$ cat src/rtl/moon_pkg.sv
// Shared state encodings, screen geometry and per-axis helpers for the moon
// sprite motion controller.
package moon_pkg;

  typedef enum logic [1:0] {
    IDLE    = 2'd0,
    CHASE   = 2'd1,
    HIT     = 2'd2,
    RESPAWN = 2'd3
  } moon_state_t;

  localparam int unsigned SCREEN_W  = 640;
  localparam int unsigned SCREEN_H  = 480;
  localparam int unsigned MOON_SIZE = 32;

  localparam logic [9:0] START_X = 10'd304;
  localparam logic [9:0] START_Y = 10'd40;
  localparam logic [9:0] MAX_X   = 10'(SCREEN_W - MOON_SIZE);
  localparam logic [9:0] MAX_Y   = 10'(SCREEN_H - MOON_SIZE);

  // One axis step toward target: snap when within step, else move by step,
  // then clamp into 0..max so the position never wraps.
  function automatic logic [9:0] step_axis(input logic [9:0]  pos,
                                           input logic [9:0]  target,
                                           input logic [9:0]  max,
                                           input logic [11:0] step);
    logic signed [11:0] d;
    logic signed [11:0] mv;
    logic signed [11:0] nxt;
    d = $signed({2'b00, target}) - $signed({2'b00, pos});
    if (d > $signed(step))       mv = $signed(step);
    else if (d < -$signed(step)) mv = -$signed(step);
    else                         mv = d;
    nxt = $signed({2'b00, pos}) + mv;
    if (nxt[11])                            return '0;
    else if (nxt > $signed({2'b00, max}))   return max;
    else                                    return nxt[9:0];
  endfunction

  function automatic logic [10:0] abs_diff(input logic [9:0] a,
                                           input logic [9:0] b);
    return (a >= b) ? ({1'b0, a} - {1'b0, b}) : ({1'b0, b} - {1'b0, a});
  endfunction

endpackage

$ cat src/rtl/moon_motion_ctrl_period_timer.sv
// Speed-scaled move tick: period = BASE_PERIOD - speed_offset, floored at
// MIN_PERIOD; counter runs only while run is high.
module moon_period_timer #(
  parameter int unsigned BASE_PERIOD = 2000000,
  parameter int unsigned MIN_PERIOD  = 200000
) (
  input  logic        clk,
  input  logic        reset,
  input  logic        run,
  input  logic [25:0] speed_offset,
  output logic        move_tick
);

  logic [26:0] diff;
  logic [26:0] eff;
  logic [26:0] cnt;

  always_comb begin
    diff = 27'(BASE_PERIOD) - {1'b0, speed_offset};
    if (diff[26] || (diff < 27'(MIN_PERIOD))) eff = 27'(MIN_PERIOD);
    else                                       eff = diff;
  end

  // >= rather than == so a shortened period mid-count still fires at once.
  assign move_tick = run && (cnt >= (eff - 27'd1));

  always_ff @(posedge clk or negedge reset) begin
    if (!reset)         cnt <= '0;
    else if (!run)      cnt <= '0;
    else if (move_tick) cnt <= '0;
    else                cnt <= cnt + 27'd1;
  end

endmodule

$ cat src/rtl/moon_motion_ctrl.sv
// Moon sprite chase controller: steps a shadow position toward the player,
// detects hits, runs chase/hit/respawn and publishes on frame boundaries.
module moon_motion_ctrl
  import moon_pkg::*;
#(
  parameter int unsigned BASE_PERIOD    = 2000000,
  parameter int unsigned MIN_PERIOD     = 200000,
  parameter int unsigned STEP           = 2,
  parameter int unsigned HIT_RADIUS     = 16,
  parameter int unsigned HIT_FRAMES     = 30,
  parameter int unsigned RESPAWN_FRAMES = 60
) (
  input  logic        clk,
  input  logic        reset,
  input  logic        enable,
  input  logic        frame_tick,
  input  logic [9:0]  player_x,
  input  logic [9:0]  player_y,
  input  logic [25:0] speed_offset,
  output logic [9:0]  moon_x,
  output logic [9:0]  moon_y,
  output logic        moon_visible,
  output logic        collide,
  output logic [1:0]  state
);

  localparam logic [11:0] STEP_W = 12'(STEP);

  moon_state_t cur, state_next;
  logic [9:0]  shadow_x, shadow_y, shadow_x_next, shadow_y_next;
  logic [7:0]  frame_cnt, frame_next;
  logic        collide_next;
  logic        move_tick;
  logic        hit;

  moon_period_timer #(
    .BASE_PERIOD (BASE_PERIOD),
    .MIN_PERIOD  (MIN_PERIOD)
  ) u_timer (
    .clk          (clk),
    .reset        (reset),
    .run          (cur == CHASE),
    .speed_offset (speed_offset),
    .move_tick    (move_tick)
  );

  always_comb begin
    state_next    = cur;
    shadow_x_next = shadow_x;
    shadow_y_next = shadow_y;
    frame_next    = frame_cnt;
    collide_next  = 1'b0;
    hit = (cur == CHASE) &&
          (abs_diff(player_x, shadow_x) < 11'(HIT_RADIUS)) &&
          (abs_diff(player_y, shadow_y) < 11'(HIT_RADIUS));
    if (!enable) begin
      state_next = IDLE;
      frame_next = '0;
    end else begin
      case (cur)
        IDLE: state_next = CHASE;
        CHASE: begin
          // A hit wins over a same-cycle move; the step is discarded.
          if (hit) begin
            state_next   = HIT;
            frame_next   = '0;
            collide_next = 1'b1;
          end else if (move_tick) begin
            shadow_x_next = step_axis(shadow_x, player_x, MAX_X, STEP_W);
            shadow_y_next = step_axis(shadow_y, player_y, MAX_Y, STEP_W);
          end
        end
        HIT: begin
          if (frame_tick) begin
            if (frame_cnt + 8'd1 == 8'(HIT_FRAMES)) begin
              state_next    = RESPAWN;
              frame_next    = '0;
              shadow_x_next = START_X;
              shadow_y_next = START_Y;
            end else begin
              frame_next = frame_cnt + 8'd1;
            end
          end
        end
        RESPAWN: begin
          if (frame_tick) begin
            if (frame_cnt + 8'd1 == 8'(RESPAWN_FRAMES)) begin
              state_next = CHASE;
              frame_next = '0;
            end else begin
              frame_next = frame_cnt + 8'd1;
            end
          end
        end
        default: state_next = IDLE;
      endcase
    end
  end

  always_ff @(posedge clk or negedge reset) begin
    if (!reset) begin
      cur       <= IDLE;
      shadow_x  <= START_X;
      shadow_y  <= START_Y;
      frame_cnt <= '0;
      collide   <= 1'b0;
      moon_x    <= START_X;
      moon_y    <= START_Y;
    end else begin
      cur       <= state_next;
      shadow_x  <= shadow_x_next;
      shadow_y  <= shadow_y_next;
      frame_cnt <= frame_next;
      collide   <= collide_next;
      // Publishes the pre-step shadow when a move lands on the same edge.
      if (frame_tick) begin
        moon_x <= shadow_x;
        moon_y <= shadow_y;
      end
    end
  end

  assign state        = cur;
  assign moon_visible = (cur == CHASE) || (cur == HIT);

endmodule

$ cat config.mk
export PLATFORM = sky130hd
export DESIGN_NAME = moon_motion_ctrl
export DESIGN_NICKNAME = d
export VERILOG_FILES = /design/src/rtl/moon_pkg.sv /design/src/rtl/moon_motion_ctrl_period_timer.sv /design/src/rtl/moon_motion_ctrl.sv
export SDC_FILE = /design/constraint.sdc
export NUM_CORES = 1
export LEC_CHECK = 0
export ABC_AREA = 0
export CORE_ASPECT_RATIO = 0.7
export CORE_MARGIN = 3
export CORE_UTILIZATION = 50
export DETAILED_ROUTE_END_ITERATION = 10
export GPL_ROUTABILITY_DRIVEN = 0
export MAX_ROUTING_LAYER = met4
export PLACE_DENSITY_LB_ADDON = 0.2
export SETUP_SLACK_MARGIN = 0.05
export SKIP_CTS_REPAIR_TIMING = 1
export SYNTH_ARGS = -nofsm -noshare
export SYNTH_HDL_FRONTEND = slang
export SYNTH_SLANG_ARGS = --single-unit
$ cat constraint.sdc
create_clock -name clk -period 9.05 [get_ports clk]
set_input_delay 0.905 -clock clk [delete_from_list [all_inputs] [get_ports clk]]
set_output_delay 0.905 -clock clk [all_outputs]
set_load 0.01 [all_outputs]
# Yosys cells after proc, flatten, opt, wreduce, memory -nomap -nowiden
# Index checks and enable logic that the tools add are counted.
word_totals:
  ff_bits: 78
  output_inout_bits: 24
classes:
  n_eq_ne: 15
  mux: 48
  order_cmp: 12
  reduce_logical: 10
  add_sub_neg: 12
op_table:
  columns: ["op", "n"]
  rows:
  - ["two-way mux 12 bit", 12]
  - ["two-way mux 10 bit", 12]
  - ["two-way mux 27 bit", 3]
  - ["subtractor 10 x 10 -> 11 bit", 6]
  - ["two-way mux 8 bit", 6]
  - ["one-hot mux 10 bit (2 select lines)", 2]
  - ["adder 27 x 1 -> 27 bit, second input constant", 1]
  - [">= comparator 27 bit", 1]
  - ["less-than comparator 27 x 18 -> 1 bit, second input constant", 1]
  - ["subtractor 21 x 26 -> 27 bit, first input constant", 1]
  - ["subtractor 27 x 1 -> 27 bit, second input constant", 1]
  - ["adder 11 x 12 -> 12 bit", 2]
  - ["one-hot mux 8 bit (3 select lines)", 1]
  - ["> comparator 11 x 3 -> 1 bit, second input constant", 2]
  - ["less-than comparator 11 x 2 -> 1 bit, second input constant", 2]
  - ["less-than comparator 11 x 5 -> 1 bit, second input constant", 2]
  - ["two-way mux 11 bit", 2]
  - [">= comparator 10 bit", 2]
  - ["inequality test 3 bit, second input constant", 5]
  - ["> comparator 12 x 10 -> 1 bit, second input constant", 1]
  - ["> comparator 12 x 11 -> 1 bit, second input constant", 1]
  - ["two-way mux 2 bit", 6]
  - ["adder 8 x 1 -> 8 bit, second input constant", 1]
  - ["== test 8 x 5 -> 1 bit, second input constant", 1]
  - ["other kinds (14)", 23]

# Depth between registers and ports, before layout
logic_depth:
  word_depth: 18
  depth_mapped: 30
  depth_no_buf: 26

# By module
# From an unflattened synthesis, not the netlist that was laid out.
hier_totals:
  cells_unflattened: 1119
  hier_area_um2: 9019.9
by_module_without_submodules:
  columns: ["module", "instances", "cells_each", "seq_area_each_um2", "area_per_inst_um2"]
  rows:
  - ["moon_motion_ctrl", 1, 664, 1288.7, 5492.8]
  - ["moon_period_timer", 1, 455, 675.6, 3527.1]

# Worst setup path before layout
# OpenSTA, ideal clock, no wires.
synth_timing:
  kind: "input to register"
  from: "input port speed_offset[0]"
  to: "register shadow_x[0]"
  stages: 28
  t_required_ns: 8.925
  setup_time_ns: 0.125
  slack_ns: 2.823
  arrival_ns: 6.102
  cell_sequence: "clkbuf_1 inv_1 ha_1 clkbuf_1 nand2b_1 o311a_1 a41oi_1 or4_1 a211o_1 a41oi_4 buf_2 nand2_1 ha_1 and3_1 nand3_1 nor2_1 nand2_1 nand3_1 ha_1 a21o_1 a21o_1 a221o_1 a21oi_1 o211ai_1 a21o_1 o2111ai_1 buf_2 mux2_2"
synth_between:
  elab_chain_cells: 9
synth_rtl:
  columns: ["item", "line_no", "source"]
  rows:
  - ["start: declaration", "moon_motion_ctrl.sv:19", "input logic [25:0] speed_offset,"]
  - ["subtractor 21 x 26 -> 27 bit *", "moon_motion_ctrl_period_timer.sv:19", "diff = 27'(BASE_PERIOD) - {1'b0, speed_offset};"]
  - ["less-than comparator 27 x 18 -> 1 bit", "moon_motion_ctrl_period_timer.sv:20", "if (diff[26] || (diff < 27'(MIN_PERIOD))) eff = 27'(MIN_PERIOD);"]
  - ["logical OR 1 bit", "moon_motion_ctrl_period_timer.sv:20", null]
  - ["two-way mux 27 bit *", "moon_motion_ctrl_period_timer.sv:20", null]
  - ["subtractor 27 x 1 -> 27 bit *", "moon_motion_ctrl_period_timer.sv:25", "assign move_tick = run && (cnt >= (eff - 27'd1));"]
  - [">= comparator 27 bit *", "moon_motion_ctrl_period_timer.sv:25", null]
  - ["logical AND 1 bit *", "moon_motion_ctrl_period_timer.sv:25", null]
  - ["inequality test 2 bit (no source line) *", null, null]
  - ["AND reduction 6 bit (no source line) *", null, null]
  - ["end signal: assignment", "moon_motion_ctrl.sv:111", "shadow_x <= shadow_x_next;"]
  - ["end: declaration", "moon_motion_ctrl.sv:30", "logic [9:0] shadow_x, shadow_y, shadow_x_next, shadow_y_next;"]
# Mark *: on every way between the ends. The rest lies on a longest branch, timed or not.
# A chain may end at the register's enable or synchronous reset.

# Final worst setup path
layout_timing:
  from: "input port speed_offset[0]"
  to: "register shadow_y[1]"
layout_between:
  elab_chain_cells: 9
layout_rtl:
  columns: ["item", "line_no", "source"]
  rows:
  - ["subtractor 21 x 26 -> 27 bit *", "moon_motion_ctrl_period_timer.sv:19", null]
  - ["less-than comparator 27 x 18 -> 1 bit", "moon_motion_ctrl_period_timer.sv:20", null]
  - ["logical OR 1 bit", "moon_motion_ctrl_period_timer.sv:20", null]
  - ["two-way mux 27 bit *", "moon_motion_ctrl_period_timer.sv:20", null]
  - ["subtractor 27 x 1 -> 27 bit *", "moon_motion_ctrl_period_timer.sv:25", null]
  - [">= comparator 27 bit *", "moon_motion_ctrl_period_timer.sv:25", null]
  - ["logical AND 1 bit *", "moon_motion_ctrl_period_timer.sv:25", null]
  - ["inequality test 2 bit (no source line) *", null, null]
  - ["AND reduction 6 bit (no source line) *", null, null]
  - ["end signal: assignment", "moon_motion_ctrl.sv:112", "shadow_y <= shadow_y_next;"]
  - ["end: declaration", "moon_motion_ctrl.sv:30", null]
# Marks and branches as above.

==> parameters.txt <==
Parameter                              Value

Status
  Run status ... finished, final reports clean

Finish
  Final antenna diode count ... 0
  P&R area growth vs syn ... 13.7%
  Fill cell count ... 1,541
  Area taken by flip-flops and latches ... 1960 um2
  Proportion of layout cells with a drive suffix above 1 ... 0.0670
  Net count, final ... 1,280
  Area used by multi-input combinational logic ... 6320 um2
  Cell area after layout ... 9940 um2

Place
  Area after detailed placement ... 9640 um2
  Post-DP HPWL ... 17.0 mm
  Worst setup timing slack at the placement stage ... 1080 ps
  Count of buffers inserted at the top-level ports ... 73

STA
  Worst slew margin relative to its limit ... 0.442
  RSZ-0062 raised after global routing ... no
  Period minus WS final ... 7720 ps
  Post-layout worst setup margin ... 1330 ps
  Slew at the pin closest to its max-slew limit ... 826 ps
  Maximum clock rate ... 130 MHz
  Count of pins over their slew limit ... 0
  Number of hold violations in the final report ... 0
  Fin Hold WS ... 413 ps
  Post-Route Skew ... 6.07 ps
  Final setup vio count ... 0
  Setup Total Neg Slack ... 0 ps
  Fin crit share ... 0.853

Floorplan
  Die footprint ... 19,100 um2
  Area of the core region ... 16,700 um2
  IO Count ... 74
  Die Span X ... 164 um
  Floorplan die height ... 117 um
  Standard-cell row count ... 39
  Initial core utilization ... 0.523

Routing
  DRT iter0 DRCs ... 604
  Vias per cell ... 5.85
  Residual DRC ... 0
  Antenna violation net count after detailed routing ... 0
  Router iterations before antenna repair ... 5
  Vias ... 7,953
  Mean routed wirelength per cell ... 15.8 um
  Routed Wire Length ... 21.5 mm

Power
  Combinational cell fraction of total power ... 0.687
  Peak supply drop ... 0.245 mV
  Switching Fraction ... 0.471
  Int Power ... 0.00153 W
  Leakage dissipation ... 4.39 nW
  Net Sw Power ... 0.00136 W
  Clock network fraction of design power ... 0.129
  P per Cell Area ... 291 nW/um2
  Sequential share of power ... 0.184

Worst setup path
  Logic depth of the worst register-to-register path ... 21
  RR Endpoint ... shadow_y[1]
  Endpoint required time on the critical path ... 9270 ps
  Type of the worst setup path ... input pin to flip-flop
  Largest fanout on the critical path ... 23
  Arrival time of data at the critical path endpoint ... 7940 ps
  CP endpoint kind ... flip-flop
  Source of the worst register-to-register timing path ... shadow_y[1]
  Worst reg2reg setup slack ... 3390 ps
  Startpoint of the most critical setup path ... speed_offset[0]
  Startpoint kind of the worst setup timing path ... input pin

Yosys
  Most used flip-flop cell after synthesis ... sky130_fd_sc_hd__dfrtp_1
  Multiplexer share of the synthesized area ... 0.0532
  Combinational family with the most area after synthesis ... simple AND/OR/NAND/NOR gates
  Synthesized-area fraction occupied by adder cells ... 0.149
  Largest area contributor in the netlist ... sky130_fd_sc_hd__dfrtp_1
  Sequential share of the synthesized area ... 0.225
  Post-synthesis share of cell area spent on and, or, nand and nor gates ... 0.226
  Top area cells in the synthesized netlist ... sky130_fd_sc_hd__dfrtp_1 (19%), sky130_fd_sc_hd__ha_1 (14%), sky130_fd_sc_hd__xnor2_1 (5.0%), sky130_fd_sc_hd__nor2_1 (4.3%), sky130_fd_sc_hd__xor2_1 (4.0%)
  Number of library cell types mapped by synthesis ... 79
  Number of instances in the synthesized netlist ... 1,076
  Top-area cell type share of the netlist area ... 0.194
  Synthesized flop and latch total ... 78
  Proportion of register bits with asynchronous set or reset after synthesis ... 1.00
  Netlist area before placement ... 8750 um2
  Total number of yosys warnings ... 0
  XOR/XNOR share of the synthesized area ... 0.0919
  Post-Synthesis Mean Instance Area ... 8.13 um2
  Synthesized-area fraction occupied by ao, oa, aoi and oai cells ... 0.200
  Number of flops mapped to enable cells by yosys ... 0

Clock tree
  Clock buffer count from CTS ... 9
  Worst-skew pair later-pin latency ... 340 ps
  Library cell used as clock root buffer ... sky130_fd_sc_hd__clkbuf_16
  CTS tree ... built
  Clock sink count ... 78
  Max Root-Sink Buffers ... 2
  Clock input transition at the sequential cells of the worst setup and hold paths ... 60 ps
  Count of H-tree levels built during CTS ... 3

GRT
  Wire length of the first global-routing pass ... 36.5 mm
  Via count of the first global-routing pass ... 7,311
  All-Layer GR Usage ... 0.238
  Number of antenna violations at the first check in global routing ... 0
  Pin count of the biggest net entering global routing ... 64
  GRT overflow ... 0

Worst hold path
  Min-Delay Path Class ... input pin to async pin

Flow run
  Maxcap violations ... 0
[Yosys cell counts, types with 6 or more instances]
master                        n
sky130_fd_sc_hd__nor4_1      10
sky130_fd_sc_hd__nor2b_1     19
sky130_fd_sc_hd__ha_1        97
sky130_fd_sc_hd__o21ai_0     47
sky130_fd_sc_hd__clkbuf_1    23
sky130_fd_sc_hd__a21oi_1     57
sky130_fd_sc_hd__xor2_1      40
sky130_fd_sc_hd__nand3_1     30
sky130_fd_sc_hd__a21o_1      18
sky130_fd_sc_hd__a31oi_1     10
sky130_fd_sc_hd__o211ai_1     8
sky130_fd_sc_hd__o2111ai_1    7
sky130_fd_sc_hd__and2_1      13
sky130_fd_sc_hd__or4_1        9
sky130_fd_sc_hd__xnor2_1     50
sky130_fd_sc_hd__and3_1      19
sky130_fd_sc_hd__dfstp_2     10
sky130_fd_sc_hd__nand2_1     77
sky130_fd_sc_hd__mux2i_1     15
sky130_fd_sc_hd__inv_1       80
sky130_fd_sc_hd__a211oi_1     7
sky130_fd_sc_hd__nor3_1      27
sky130_fd_sc_hd__nor2_1     101
sky130_fd_sc_hd__and4_1       6
sky130_fd_sc_hd__o21ai_1      6
sky130_fd_sc_hd__o2bb2ai_1    6
sky130_fd_sc_hd__buf_2       11
sky130_fd_sc_hd__o21a_1      27
sky130_fd_sc_hd__nand4_1     20
sky130_fd_sc_hd__dfrtp_1     68
sky130_fd_sc_hd__or3_1       11
sky130_fd_sc_hd__mux2_2      27
sky130_fd_sc_hd__nand2b_1    17
[logic make-up (layout without fill, tap and decap cells)]
family                     after synthesis  count (layout)
AOI/OAI and AO/OA                      257             257
xor gates and xnor gates                91              91
adders and majority gates              102             102
buffers and inverters                  119             175
DFF                                     78              78
muxes                                   43              43
other                                    1               3
and+or+nand+nor                        385             385
[layout by cell type, fill, tap and decap left out, types with 11 or more instances in the layout]
cell type and instances:
sky130_fd_sc_hd__inv_1 80, sky130_fd_sc_hd__nor3_1 27, sky130_fd_sc_hd__and3_1 19, sky130_fd_sc_hd__ha_1 97, sky130_fd_sc_hd__o21a_1 27, sky130_fd_sc_hd__mux2_2 27
sky130_fd_sc_hd__o21ai_0 47, sky130_fd_sc_hd__dfrtp_1 68, sky130_fd_sc_hd__nand2_1 77, sky130_fd_sc_hd__nor2b_1 19, sky130_fd_sc_hd__nor2_1 101, sky130_fd_sc_hd__clkdlybuf4s50_1 72
sky130_fd_sc_hd__nand3_1 30, sky130_fd_sc_hd__nand4_1 20, sky130_fd_sc_hd__and2_1 13, sky130_fd_sc_hd__or3_1 11, sky130_fd_sc_hd__xor2_1 40, sky130_fd_sc_hd__a21oi_1 57
sky130_fd_sc_hd__nand2b_1 17, sky130_fd_sc_hd__a21o_1 18, sky130_fd_sc_hd__xnor2_1 50, sky130_fd_sc_hd__mux2i_1 15
[registers in the layout (all words and copies together) (netlist names)]
register	count
collide	1
shadow_y	10
frame_cnt	8
moon_y	10
moon_x	10
state	2
u_timer.cnt	27
shadow_x	10
[metrics by stage]
| stage | power, W | std cells | utilization |
|---|---|---|---|
| floorplan | 0.00199 | 1078 | - |
| global placement | 0.00246 | 1343 | 0.576 |
| detailed placement | 0.00248 | 1343 | 0.576 |
| CTS | 0.00287 | 1359 | 0.594 |
| global route | 0.00317 | 1359 | 0.594 |
| finish | 0.00289 | 1359 | 0.594 |
[worst max path at each step]
| stage | endpoint | cells after the start |
|---|---|---|
| after floorplan | shadow_x[0] | 28 |
| after global placement | shadow_y[1] | 27 |
| after detailed placement | shadow_y[1] | 27 |
| after CTS | shadow_y[1] | 27 |
| after global routing | shadow_y[1] | 27 |
| final | shadow_y[1] | 27 |
[power groups by stage]
stage	clock network [W]	registers [W]	logic, W
6_report	0.000374	0.000532	0.00199
5_1_grt	0.000398	0.000546	0.00222
4_1_cts	0.000382	0.000533	0.00196
3_5_place_dp	0	0.000538	0.00194
3_3_place_gp	0	0.000536	0.00192
2_1_floorplan	0	0.000523	0.00147
[layout make-up]
cell class | count | area share
Clock buffer | 11 | 0.0254
Clock inverter | 5 | 0.00566
Inverter | 81 | 0.0306
Multi-Input combinational cell | 881 | 0.636
Sequential cell | 78 | 0.198
Tap cell | 225 | 0.0283
Timing Repair Buffer | 78 | 0.0770
[per-layer routing]
metal  global-route usage  routed length, um  up-vias
met2                0.324               8700      203
met1                0.369              11500     3759
met5                    -                  0        -
met3               0.0415               1200       12
met4               0.0349                134        0
li1                     -                  -     3979
[critical path, stage by stage]
cell and delay [ps]:
sky130_fd_sc_hd__clkdlybuf4s50_1 570, sky130_fd_sc_hd__inv_1 120, sky130_fd_sc_hd__ha_1 330, sky130_fd_sc_hd__nand2b_1 230, sky130_fd_sc_hd__o311ai_0 780, sky130_fd_sc_hd__o2111ai_1 210, sky130_fd_sc_hd__nand3_1 140, sky130_fd_sc_hd__and2_1 190
sky130_fd_sc_hd__a211o_1 180, sky130_fd_sc_hd__a41oi_4 270, sky130_fd_sc_hd__nand2_1 210, sky130_fd_sc_hd__ha_1 310, sky130_fd_sc_hd__and3_1 290, sky130_fd_sc_hd__nand3_1 170, sky130_fd_sc_hd__nor2_1 210, sky130_fd_sc_hd__xor2_1 180
sky130_fd_sc_hd__nand2_1 70, sky130_fd_sc_hd__ha_1 320, sky130_fd_sc_hd__nand4_1 140, sky130_fd_sc_hd__nor4_1 420, sky130_fd_sc_hd__a221o_1 210, sky130_fd_sc_hd__a21oi_1 70, sky130_fd_sc_hd__o211ai_1 180, sky130_fd_sc_hd__a21o_1 430
sky130_fd_sc_hd__o2111ai_2 170, sky130_fd_sc_hd__buf_4 270, sky130_fd_sc_hd__mux2_1 340
Power figures use the tool's default switching activity.
